===== config.mk =====
export PLATFORM = sky130hd
export DESIGN_NAME = param_univ_shift_reg
export DESIGN_NICKNAME = d
export VERILOG_FILES = /design/src/rtl/param_univ_shift_reg_pkg.sv /design/src/rtl/shift_core.sv /design/src/rtl/param_univ_shift_reg.sv
export SDC_FILE = /design/constraint.sdc
export NUM_CORES = 1
export LEC_CHECK = 0
export CORE_MARGIN = 2
export CORE_UTILIZATION = 35
export CTS_CLUSTER_SIZE = 25
export DETAILED_ROUTE_END_ITERATION = 10
export PLACE_DENSITY = 0.6
export SYNTH_ARGS = -nofsm -noshare
export SYNTH_HDL_FRONTEND = slang
export SYNTH_SLANG_ARGS = --single-unit

===== constraint.sdc =====
create_clock -name clock -period 3.5 [get_ports clock]
set_input_delay 0.7 -clock clock [delete_from_list [all_inputs] [get_ports clock]]
set_output_delay 0.7 -clock clock [all_outputs]
set_load 0.01 [all_outputs]

===== src/rtl/param_univ_shift_reg_pkg.sv =====
// shift_pkg: mode codes and burst FSM states shared by the shifter and its datapath core.
package shift_pkg;
  localparam logic [2:0] MODE_HOLD = 3'd0;
  localparam logic [2:0] MODE_SHL  = 3'd1;
  localparam logic [2:0] MODE_SHR  = 3'd2;
  localparam logic [2:0] MODE_ROL  = 3'd3;
  localparam logic [2:0] MODE_ROR  = 3'd4;
  localparam logic [2:0] MODE_ASR  = 3'd5;
  typedef enum logic {ST_IDLE, ST_SHIFT} state_t;
endpackage


===== src/rtl/shift_core.sv =====
// shift_core: combinational barrel shifter for shift/rotate modes with a multi-bit amount.
module shift_core
  import shift_pkg::*;
#(
  parameter int WIDTH = 8,
  parameter int AMT_W = $clog2(WIDTH)
) (
  input  logic [WIDTH-1:0] q,
  input  logic [2:0]       mode,
  input  logic [AMT_W-1:0] amount,
  input  logic             shiftin,
  input  logic             shiftout,
  output logic [WIDTH-1:0] next_q,
  output logic             next_shiftout
);
  logic [WIDTH-1:0] fill, sign, shl, shr, rol, ror, asr;
  logic hi_bit, lo_bit, valid;
  always_comb begin
    fill = {WIDTH{shiftin}};
    sign = {WIDTH{q[WIDTH-1]}};
    // Shifting the concatenation pulls the fill or wrap bits in from the partner half.
    shl = WIDTH'(({q, fill} << amount) >> WIDTH);
    shr = WIDTH'({fill, q} >> amount);
    rol = WIDTH'(({q, q} << amount) >> WIDTH);
    ror = WIDTH'({q, q} >> amount);
    asr = WIDTH'({sign, q} >> amount);
    hi_bit = 1'(q >> (WIDTH - int'(amount)));
    lo_bit = 1'(q >> (int'(amount) - 1));
    valid = amount != '0 && int'(amount) < WIDTH;
    next_q = !valid ? q :
             mode == MODE_SHL ? shl :
             mode == MODE_SHR ? shr :
             mode == MODE_ROL ? rol :
             mode == MODE_ROR ? ror :
             mode == MODE_ASR ? asr : q;
    next_shiftout = !valid ? shiftout :
                    (mode == MODE_SHL || mode == MODE_ROL) ? hi_bit :
                    (mode == MODE_SHR || mode == MODE_ROR || mode == MODE_ASR) ? lo_bit : shiftout;
  end
endmodule


===== src/rtl/param_univ_shift_reg.sv =====
// param_univ_shift_reg: universal shift/rotate register with a WIDTH-cycle burst serializer.
module param_univ_shift_reg
  import shift_pkg::*;
#(
  parameter int WIDTH      = 8,
  parameter int SSET_VALUE = 4,
  parameter     BURST_DIR  = "LEFT",
  parameter int AMT_W      = $clog2(WIDTH)
) (
  input  logic             clock,
  input  logic             sclr,
  input  logic             enable,
  input  logic             sset,
  input  logic             load,
  input  logic [WIDTH-1:0] data,
  input  logic [2:0]       mode,
  input  logic [AMT_W-1:0] amount,
  input  logic             shiftin,
  input  logic             start,
  output logic [WIDTH-1:0] q,
  output logic             shiftout,
  output logic             busy,
  output logic             done
);
  localparam int CW = $clog2(WIDTH + 1);
  localparam logic [2:0] BURST_MODE = BURST_DIR == "LEFT" ? MODE_SHL : MODE_SHR;
  state_t state, state_n;
  logic [CW-1:0] count, count_n;
  logic [WIDTH-1:0] q_n, core_q;
  logic so_n, core_so, done_n;
  assign busy = state == ST_SHIFT;
  shift_core #(.WIDTH(WIDTH), .AMT_W(AMT_W)) u_core (
    .q(q),
    .mode(busy ? BURST_MODE : mode),
    .amount(busy ? AMT_W'(1) : amount),
    .shiftin(shiftin),
    .shiftout(shiftout),
    .next_q(core_q),
    .next_shiftout(core_so)
  );
  always_comb begin
    state_n = state;
    count_n = count;
    q_n = q;
    so_n = shiftout;
    done_n = 1'b0;
    if (enable) begin
      if (sset) begin
        q_n = WIDTH'(SSET_VALUE);
        state_n = ST_IDLE;
        count_n = '0;
      end else if (!busy && load) begin
        q_n = data;
      end else if (!busy && start) begin
        q_n = data;
        count_n = CW'(WIDTH);
        state_n = ST_SHIFT;
      end else begin
        q_n = core_q;
        so_n = core_so;
        if (busy) begin
          count_n = count - CW'(1);
          state_n = count == CW'(1) ? ST_IDLE : ST_SHIFT;
          done_n = count == CW'(1);
        end
      end
    end
  end
  always_ff @(posedge clock) begin
    if (sclr) begin
      state <= ST_IDLE;
      count <= '0;
      q <= '0;
      shiftout <= 1'b0;
      done <= 1'b0;
    end else begin
      state <= state_n;
      count <= count_n;
      q <= q_n;
      shiftout <= so_n;
      done <= done_n;
    end
  end
endmodule

# Word-level counts from Yosys, hierarchy flattened
# Cells that the tools add are included.
# Widths: inputs -> output; s select.
[classes]
addsub = 3
n_eq_ne = 7
n_shift = 7
muxes = 22
bitwise_logic = 5
n_reduce_logical = 16
[ops]
columns = ["cell", "n"]
rows = [
  ["$mux 8", 9],
  ["$shr 8x32->1", 2],
  ["$shr 16x3->8", 3],
  ["$shl 16x3->16", 2],
  ["$mux 4", 4],
  ["$reduce_bool 8->1", 1],
  ["$mux 1", 7],
  ["$eq 3x2->1 const B", 2],
  ["$eq 3x3->1 const B", 2],
  ["$mux 3", 2],
  ["$reduce_and 3->1", 2],
  ["$reduce_and 6->1", 1],
  ["$reduce_bool 3->1", 2],
  ["$reduce_or 6->1", 1],
  ["$not 1->1", 5],
  ["$sub 4x3->5 const A", 1],
  ["$eq 4x1->1 const B", 1],
  ["$reduce_bool 4->1", 1],
  ["$sub 3x1->4 const B", 1],
  ["$sub 4x1->4 const B", 1],
  ["$eq 3x1->1 const B", 1],
  ["$logic_or 1x1->1", 3],
  ["$logic_and 1x1->1", 2],
  ["$ne 2x2->1 const B", 1],
  ["other kinds (3)", 3],
]
[totals]
ff_bits = 15
in_bits = 21
output_inout_bits = 11
word_cells = 65

# Longest topological paths before layout
# Gate-level depths: netlist of run 1.
[depth]
depth_word = 11
ltp_mapped = 13
ltp_nobuf = 10

# Hierarchy
# A second synthesis of run 1 with hierarchy kept.
[hier_totals]
hier_cells = 320
hier_area_um2 = 2586.2
[modules_own_cells]
columns = ["module", "instances", "cells_per_inst", "area_each_um2", "seq_area_each_um2"]
rows = [
  ["shift_core", 1, 236, 1825.5, 0.0],
  ["param_univ_shift_reg", 1, 84, 760.7, 300.3],
]

# Worst setup path after synthesis of run 1
# Ideal clock, no wire load.
[synth_path]
path_kind = "input to register"
from = "input port amount[0]"
to = "register shiftout"
setup_ps = 130
arrival_ps = 2728
t_required_ps = 3370
slack_ps = 642
stages = 11
n_path_buf = 2
path_cell_list = "buf_6 -> or2_4 -> inv_6 -> buf_2 -> ha_1 -> ha_1 -> or3_1 -> mux2_2 -> o22ai_1 -> o32a_1 -> o32ai_1"
[synth_between]
elab_chain_len = 5
elab_cells_between_ends = 9
classes_between = "2 x add/sub; 2 x shift; 3 x mux; 2 x reduce/logical"
[synth_lines]
columns = ["element", "line_no", "text"]
rows = [
  ["start: declaration", "param_univ_shift_reg.sv:17", "input logic [AMT_W-1:0] amount,"],
  ["$mux 3 *", "param_univ_shift_reg.sv:35", ".amount(busy ? AMT_W'(1) : amount),"],
  ["$sub 3x1->4", "shift_core.sv:28", "lo_bit = 1'(q >> (int'(amount) - 1));"],
  ["$shr 8x32->1", "shift_core.sv:28", ""],
  ["$mux 1", "shift_core.sv:38", "(mode == MODE_SHR || mode == MODE_ROR || mode == MODE_ASR) ? lo_bit : shiftout;"],
  ["$mux 1", "shift_core.sv:37", "(mode == MODE_SHL || mode == MODE_ROL) ? hi_bit :"],
  ["end signal: assignment", "param_univ_shift_reg.sv:80", "shiftout <= so_n;"],
  ["end: declaration", "param_univ_shift_reg.sv:21", "output logic shiftout,"],
]
# Mark *: on every way between the ends. The rest lies on a longest branch, timed or not. The select of a mux whose other input is x is not followed.
# A chain may end at the register's enable or synchronous reset.

# Final worst setup path of run 1
[layout_path]
from = "input port amount[0]"
to = "register q[4]"
[layout_between]
elab_chain_len = 11
elab_cells_between_ends = 18
classes_between = "5 x shift; 10 x mux; 3 x reduce/logical"
[layout_lines]
columns = ["element", "line_no", "text"]
rows = [
  ["$mux 3 *", "param_univ_shift_reg.sv:35", ""],
  ["$shr 16x3->8", "shift_core.sv:26", "asr = WIDTH'({sign, q} >> amount);"],
  ["$mux 8", "shift_core.sv:35", "mode == MODE_ASR ? asr : q;"],
  ["$mux 8", "shift_core.sv:34", "mode == MODE_ROR ? ror :"],
  ["$mux 8", "shift_core.sv:33", "mode == MODE_ROL ? rol :"],
  ["$mux 8", "shift_core.sv:32", "mode == MODE_SHR ? shr :"],
  ["$mux 8", "shift_core.sv:31", "mode == MODE_SHL ? shl :"],
  ["$mux 8", "shift_core.sv:30", "next_q = !valid ? q :"],
  ["$mux 8", "param_univ_shift_reg.sv:54", "end else if (!busy && start) begin"],
  ["$mux 8", "param_univ_shift_reg.sv:52", "end else if (!busy && load) begin"],
  ["$mux 8", "param_univ_shift_reg.sv:48", "if (sset) begin"],
  ["end signal: assignment", "param_univ_shift_reg.sv:79", "q <= q_n;"],
  ["end: declaration", "param_univ_shift_reg.sv:20", "output logic [WIDTH-1:0] q,"],
]
# Marks and branches as above.

==> results of run 1 <==
cells in the mapped netlist (3+ instances only):
master / n
ha_1: 4
o21ai_1: 4
nor2_1: 35
o21a_1: 5
mux2_2: 5
nor3b_1: 3
inv_1: 10
a2bb2oi_1: 3
nand2_1: 21
nand2b_1: 4
o221ai_1: 3
o22ai_1: 4
o21ai_0: 17
o211ai_1: 3
a31oi_1: 3
buf_2: 13
o31a_1: 5
a211oi_1: 8
mux4_2: 16
nor2b_1: 13
a21oi_1: 29
dfxtp_1: 15
clkbuf_1: 19
nor3_1: 13
nand3_1: 8
mux2i_1: 10
o31ai_1: 4
metal layers:
metal	share of wire	vias to the layer above
met5	0	-
met4	0.026	0
met3	0.097	24
met2	0.44	180
met1	0.44	1331
li1	-	1307
critical path, delay by kind of cell:
| kind | cells | cell delay (ps) |
|---|---|---|
| compound gates | 5 | 1210 |
| fa+ha+maj | 2 | 320 |
| buf+inv | 3 | 570 |
| simple gates | 1 | 260 |
cell type report:
class | instances | area [um2] | area share
Clock buffer | 4 | 45.0 | 0.0152
Inverter | 14 | 57.6 | 0.0195
Multi-Input combinational cell | 268 | 1970 | 0.667
Sequential cell | 15 | 300 | 0.102
Tap cell | 96 | 120 | 0.0406
Timing Repair Buffer | 51 | 460 | 0.156
logic make-up after synthesis:
kind of cell,after synthesis,synth area share
muxes,31,0.208
AOI/OAI and AO/OA,117,0.323
adders and majority gates,4,0.0201
xor gates and xnor gates,1,0.00352
DFF,15,0.121
and+or+nand+nor,115,0.239
buffers and inverters,48,0.0869
per-stage QoR:
| stage | power [mW] | hold WS [ps] |
|---|---|---|
| global placement | 0.559 | 475 |
| detailed placement | 0.558 | 481 |
| floorplan | 0.444 | 467 |
| global route | 0.747 | 513 |
| CTS | 0.705 | 493 |
| finish | 0.710 | 486 |
power groups by stage:
stage	Sequential (mW)	Combinational [mW]	Clock [mW]
after floorplan	0.194	0.250	0
after global placement	0.217	0.341	0
after detailed placement	0.218	0.340	0
after CTS	0.214	0.342	0.149
after global routing	0.217	0.376	0.154
final	0.216	0.349	0.146
sequential cells by signal, indices dropped and copies added (netlist names):
register	cells
busy	1
q	8
done	1
shiftout	1
count	4
path summary, 6_finish.rpt:
kind         startpoint        to  slack, ps  depth (start not counted)
max           amount[0]      q[4]        560                         11
min            shiftout  shiftout        490                          2
max reg2reg        busy  shiftout        850                          9
min reg2reg    shiftout  shiftout        490                          2
==> results.sh, run 1 <==
export IMPL_use_met1=0.334
export IMPL_dp_cells=444
export IMPL_met2_usage=0.362
export IMPL_combinationalPowerShare=0.492
export IMPL_path_cells="clkdlybuf4s50_1 -> or2_4 -> inv_6 -> ha_1 -> ha_1 -> inv_1 -> o31a_1 -> o41a_1 -> o21ai_0 -> a21oi_1 -> a2111oi_1"
export IMPL_synthArstFlopShare=0
export IMPL_grt_total_usage=0.233
export IMPL_grt_pass1_wl_um=14100
export IMPL_outcome="finished, final reports clean"
export IMPL_dp_hpwl_um=6370
export IMPL_n_antenna_cell=0
export IMPL_min_path_type="reg2reg"
export IMPL_die_x_um=88.3
export IMPL_grt_overflow=0
export IMPL_ant_nets=0
export IMPL_gp_congestion=0.956
export IMPL_intPower_uw=427
export IMPL_postRouteWirelength_um=8980
export IMPL_crit_top_cell="ha_1"
export IMPL_cts_clk_slew_worst_paths_ps=60
export IMPL_clock_sinks=15
export IMPL_slew_headroom=0.480
export IMPL_path_max_fanout=8
export IMPL_cts_buffers=3
export IMPL_antenna_found_initial=0
export IMPL_clk_latency_ps=250
export IMPL_syn_to_final_growth_pct=18.7
export IMPL_cts_root_buf="clkbuf_8"
export IMPL_cts_max_path_buffers=2
export IMPL_arrival_ps=3070
export IMPL_power_frac_seq=0.303
export IMPL_netlist_top_cells_area="mux4_2, dfxtp_1, a21oi_1"
export IMPL_vias=2842
export IMPL_finalClockSkew_ps=1.82
export IMPL_drt_iter0_drc=480
export IMPL_ys_seq_elements=15
export IMPL_rsz0062_at_grt="no"
export IMPL_yosysSeqAreaShare=0.121
export IMPL_start_util=0.364
export IMPL_synthesis_nets=356
export IMPL_final_cell_mix="nor2_1, clkdlybuf4s50_1, a21oi_1"
export IMPL_finalWorstPathRequiredPeriod_ps=2940
export IMPL_wire_per_inst_um=20.0
export IMPL_cts_hold_fix_buffers=0
export IMPL_pwr_share_clk=0.205
export IMPL_core_region_area_um2=6830
export IMPL_htreeDepth=1
export IMPL_crit_required_ps=3630
export IMPL_avgSynthCellArea_um2=7.52
export IMPL_port_buffers=31
export IMPL_path_class="in2reg"
export IMPL_final_core_util=0.433
export IMPL_setup_ws_ps=560
export IMPL_max_stage_delay_ps=420
export IMPL_p_per_area_nw_per_um2=240
export IMPL_cellLeakagePower_nw=1.02
export IMPL_grt_max_degree=20
export IMPL_slowest_stage="clkdlybuf4s50_1"
export IMPL_fp_dieH_um=88.3
export IMPL_fillCellCount=720
export IMPL_start_kind="input port"
export IMPL_swShare=0.399
export IMPL_drive_above_1_share=0.148
export IMPL_p_sw_uw=283
export IMPL_use_met3=0.0410
export IMPL_syn_inst=331
export IMPL_first_global_vias=2600
export IMPL_setup_violations=0
export IMPL_hold_viol=0
export IMPL_post_cts_resized=0
export IMPL_yosys_area_top_type_share=0.145
export IMPL_drv_cap=0
export IMPL_dp_slack_ps=333
export IMPL_post_dp_cell_area_um2=2910
export IMPL_rows=30
export IMPL_final_cell_area_um2=2960
export IMPL_synthDistinctLibCells=66
export IMPL_final_nets=378
export IMPL_synth_edff_count=0
export IMPL_ys_warn_count=0
export IMPL_drc_errors=0
export IMPL_top_usage_layer="met2"
export IMPL_via_per_inst=6.34
export IMPL_post_cts_buffers=0
export IMPL_finalNonFillerCells=448
export IMPL_ios=32
export IMPL_max_freq_mhz=340
export IMPL_max_vdd_ir_drop_uv=151
export IMPL_ys_flop_type="dfxtp_1"
export IMPL_max_slew_worst_pin_slew_ps=779
export IMPL_syn_area_um2=2490
export IMPL_cts_tree="built"
export IMPL_timing_final_crit_share=0.840
export IMPL_maxSlewViolCount=0
export IMPL_yosysTopAreaCell="mux4_2"
export IMPL_final_common_cell="nor2_1"
export IMPL_setup_tns_ps=0
export IMPL_critPathCaptureType="flip-flop"
export IMPL_first_pass_iters=5
export IMPL_die_area_um2=7800
(Power assumes the default switching activity.)
==> run 2, diff against run 1 <==
- clock period: 3.5 -> 3 ns (I/O delays scaled with it)
==> run 2 against run 1 <==
Net effect:
- register-to-register slack got worse by 410 ps
- first-iteration DRC count decreased by 22%
- clock-buffer cell count unchanged
- core utilization increased by 1.8 points
- sequential share of layout area decreased by 0.41 points
- critical path depth unchanged
- clock skew increased by 9.5 ps
- sequential cell count unchanged
- global-route usage increased by 0.70 points
- worst hold slack about the same
- wire length increased by 1.5%
==> results.sh, run 2 (synthesis gave the netlist of run 1 again) <==
export IMPL_cts_hold_fix_buffers=0
export IMPL_combinationalPowerShare=0.510
export IMPL_finalWorstPathRequiredPeriod_ps=2730
export IMPL_min_path_type="reg2reg"
export IMPL_critPathCaptureType="flip-flop"
export IMPL_drc_errors=0
export IMPL_crit_top_cell="ha_1"
export IMPL_post_dp_cell_area_um2=3040
export IMPL_via_per_inst=6.32
export IMPL_dp_slack_ps=-3.06
export IMPL_cellLeakagePower_nw=1.10
export IMPL_gp_congestion=0.965
export IMPL_reg_top3="q: 8 flops, count: 4 flops"
export IMPL_hold_viol=0
export IMPL_start_kind="input port"
export IMPL_setup_ws_ps=268
export IMPL_htreeDepth=1
export IMPL_largest_reg_flops=8
export IMPL_grt_max_degree=20
export IMPL_die_x_um=88.3
export IMPL_maxSlewViolCount=0
export IMPL_first_pass_iters=5
export IMPL_arrival_ps=2880
export IMPL_drt_iter0_drc=374
export IMPL_rows=30
export IMPL_ios=32
export IMPL_min_to="shiftout"
export IMPL_reg2reg_from="busy"
export IMPL_cts_tree="built"
export IMPL_crit_required_ps=3150
export IMPL_final_common_cell="nor2_1"
export IMPL_reg2regPathDepth=9
export IMPL_die_area_um2=7800
export IMPL_antenna_found_initial=0
export IMPL_setup_violations=0
export IMPL_intPower_uw=516
export IMPL_reg2reg_to="shiftout"
export IMPL_vias=2925
export IMPL_drv_cap=0
export IMPL_slowest_stage="clkdlybuf4s50_1"
export IMPL_cts_root_buf="clkbuf_8"
export IMPL_min_from="shiftout"
export IMPL_grt_total_usage=0.240
export IMPL_final_cell_mix="nor2_1, buf_4, clkdlybuf4s50_1"
export IMPL_final_nets=393
export IMPL_holdPathStages=2
export IMPL_p_sw_uw=339
export IMPL_path_buf_inv=3
export IMPL_max_vdd_ir_drop_uv=156
export IMPL_max_slew_worst_pin_slew_ps=763
export IMPL_p_per_area_nw_per_um2=277
export IMPL_dp_cells=459
export IMPL_outcome="finished, final reports clean"
export IMPL_rrSetupSlack_ps=440
export IMPL_max_freq_mhz=366
export IMPL_first_global_vias=2648
export IMPL_cts_buffers=3
export IMPL_slew_headroom=0.491
export IMPL_wire_per_inst_um=19.7
export IMPL_max_stage_delay_ps=420
export IMPL_cpLargestDelayFamily="compound AO/OA/AOI/OAI gates"
export IMPL_swShare=0.396
export IMPL_post_cts_buffers=0
export IMPL_fillCellCount=720
export IMPL_path_class="in2reg"
export IMPL_top_register="q"
export IMPL_pwr_share_clk=0.204
export IMPL_path_max_fanout=6
export IMPL_postRouteWirelength_um=9120
export IMPL_dp_hpwl_um=6750
export IMPL_finalNonFillerCells=463
export IMPL_drive_above_1_share=0.183
export IMPL_finalClockSkew_ps=11.3
export IMPL_n_antenna_cell=0
export IMPL_rsz0062_at_grt="no"
export IMPL_clock_sinks=15
export IMPL_grt_pass1_wl_um=14500
export IMPL_fp_dieH_um=88.3
export IMPL_power_uw=854
export IMPL_timing_final_crit_share=0.911
export IMPL_setup_tns_ps=0
export IMPL_final_cell_area_um2=3080
export IMPL_syn_to_final_growth_pct=23.8
export IMPL_clk_latency_ps=260
export IMPL_cts_max_path_buffers=2
export IMPL_cts_clk_slew_worst_paths_ps=70
export IMPL_path_cells="clkdlybuf4s50_1 -> or2_4 -> inv_6 -> ha_1 -> ha_1 -> inv_1 -> o31a_1 -> o41a_1 -> o21ai_0 -> a21oi_1 -> a2111oi_1"
export IMPL_power_frac_seq=0.287
export IMPL_start_util=0.364
export IMPL_grt_overflow=0
export IMPL_post_cts_resized=0
export IMPL_ant_nets=0
export IMPL_port_buffers=31
export IMPL_core_region_area_um2=6830
==> run 2: worst max-delay path by stage <==
stage / startpoint / end / slack, ps / cells past startpoint
2_1_floorplan: amount[0] / shiftout / 240 / 11
3_3_place_gp: amount[0] / q[4] / -20 / 11
3_5_place_dp: amount[0] / q[4] / -3 / 11
4_1_cts: amount[0] / q[4] / 260 / 11
5_1_grt: amount[0] / q[4] / 80 / 11
6_report: amount[0] / q[4] / 270 / 11
==> run 2: routing by layer <==
metal	vias to the layer above	wire (um)	GRT usage
met5	-	0	0
met4	0	270	0.0840
met3	24	806	0.0345
met2	173	3920	0.344
met1	1393	4120	0.364
li1	1335	-	-
==> run 2: layout make-up <==
| type | count | area (um2) | area share |
|---|---|---|---|
| sequential | 15 | 300 | 0.0974 |
| tap | 96 | 120 | 0.0390 |
| multi-input combinational | 268 | 1970 | 0.640 |
| clock buffer | 4 | 45.0 | 0.0146 |
| timing repair buffer | 66 | 586 | 0.190 |
| inverter | 14 | 57.6 | 0.0187 |
==> run 2: worst min-delay path, stage by stage (launching register included) <==
cell	delay, ps
dfxtp_1	320
inv_1	50
o32ai_1	70
==> run 2: metrics by stage <==
step / hold WS, ps / utilization
global placement: 471 / 0.445
detailed placement: 479 / 0.445
CTS: 489 / 0.451
global route: 509 / 0.451
finish: 487 / 0.451
floorplan: 467 / -
==> run 2: power groups by stage <==
stage	Sequential [mW]	Clock (mW)	Combinational (mW)
after floorplan	0.227	0	0.291
after global placement	0.248	0	0.426
after detailed placement	0.248	0	0.427
after CTS	0.244	0.177	0.429
after global routing	0.247	0.187	0.470
final	0.245	0.174	0.435
==> run 3, diff against run 2 <==
==> constraint.sdc (replaced) <==
create_clock -name clock -period 3 [get_ports clock]
set_input_delay 0.6 -clock clock [delete_from_list [all_inputs] [get_ports clock]]
set_output_delay 0.6 -clock clock [all_outputs]
set_load 0.005 [all_outputs]
==> results of run 3 <==
Same layout as run 2 (identical final DEF). Status: finished, final reports clean.
Main changes from that run: total power 0.854 mW -> 0.851 mW
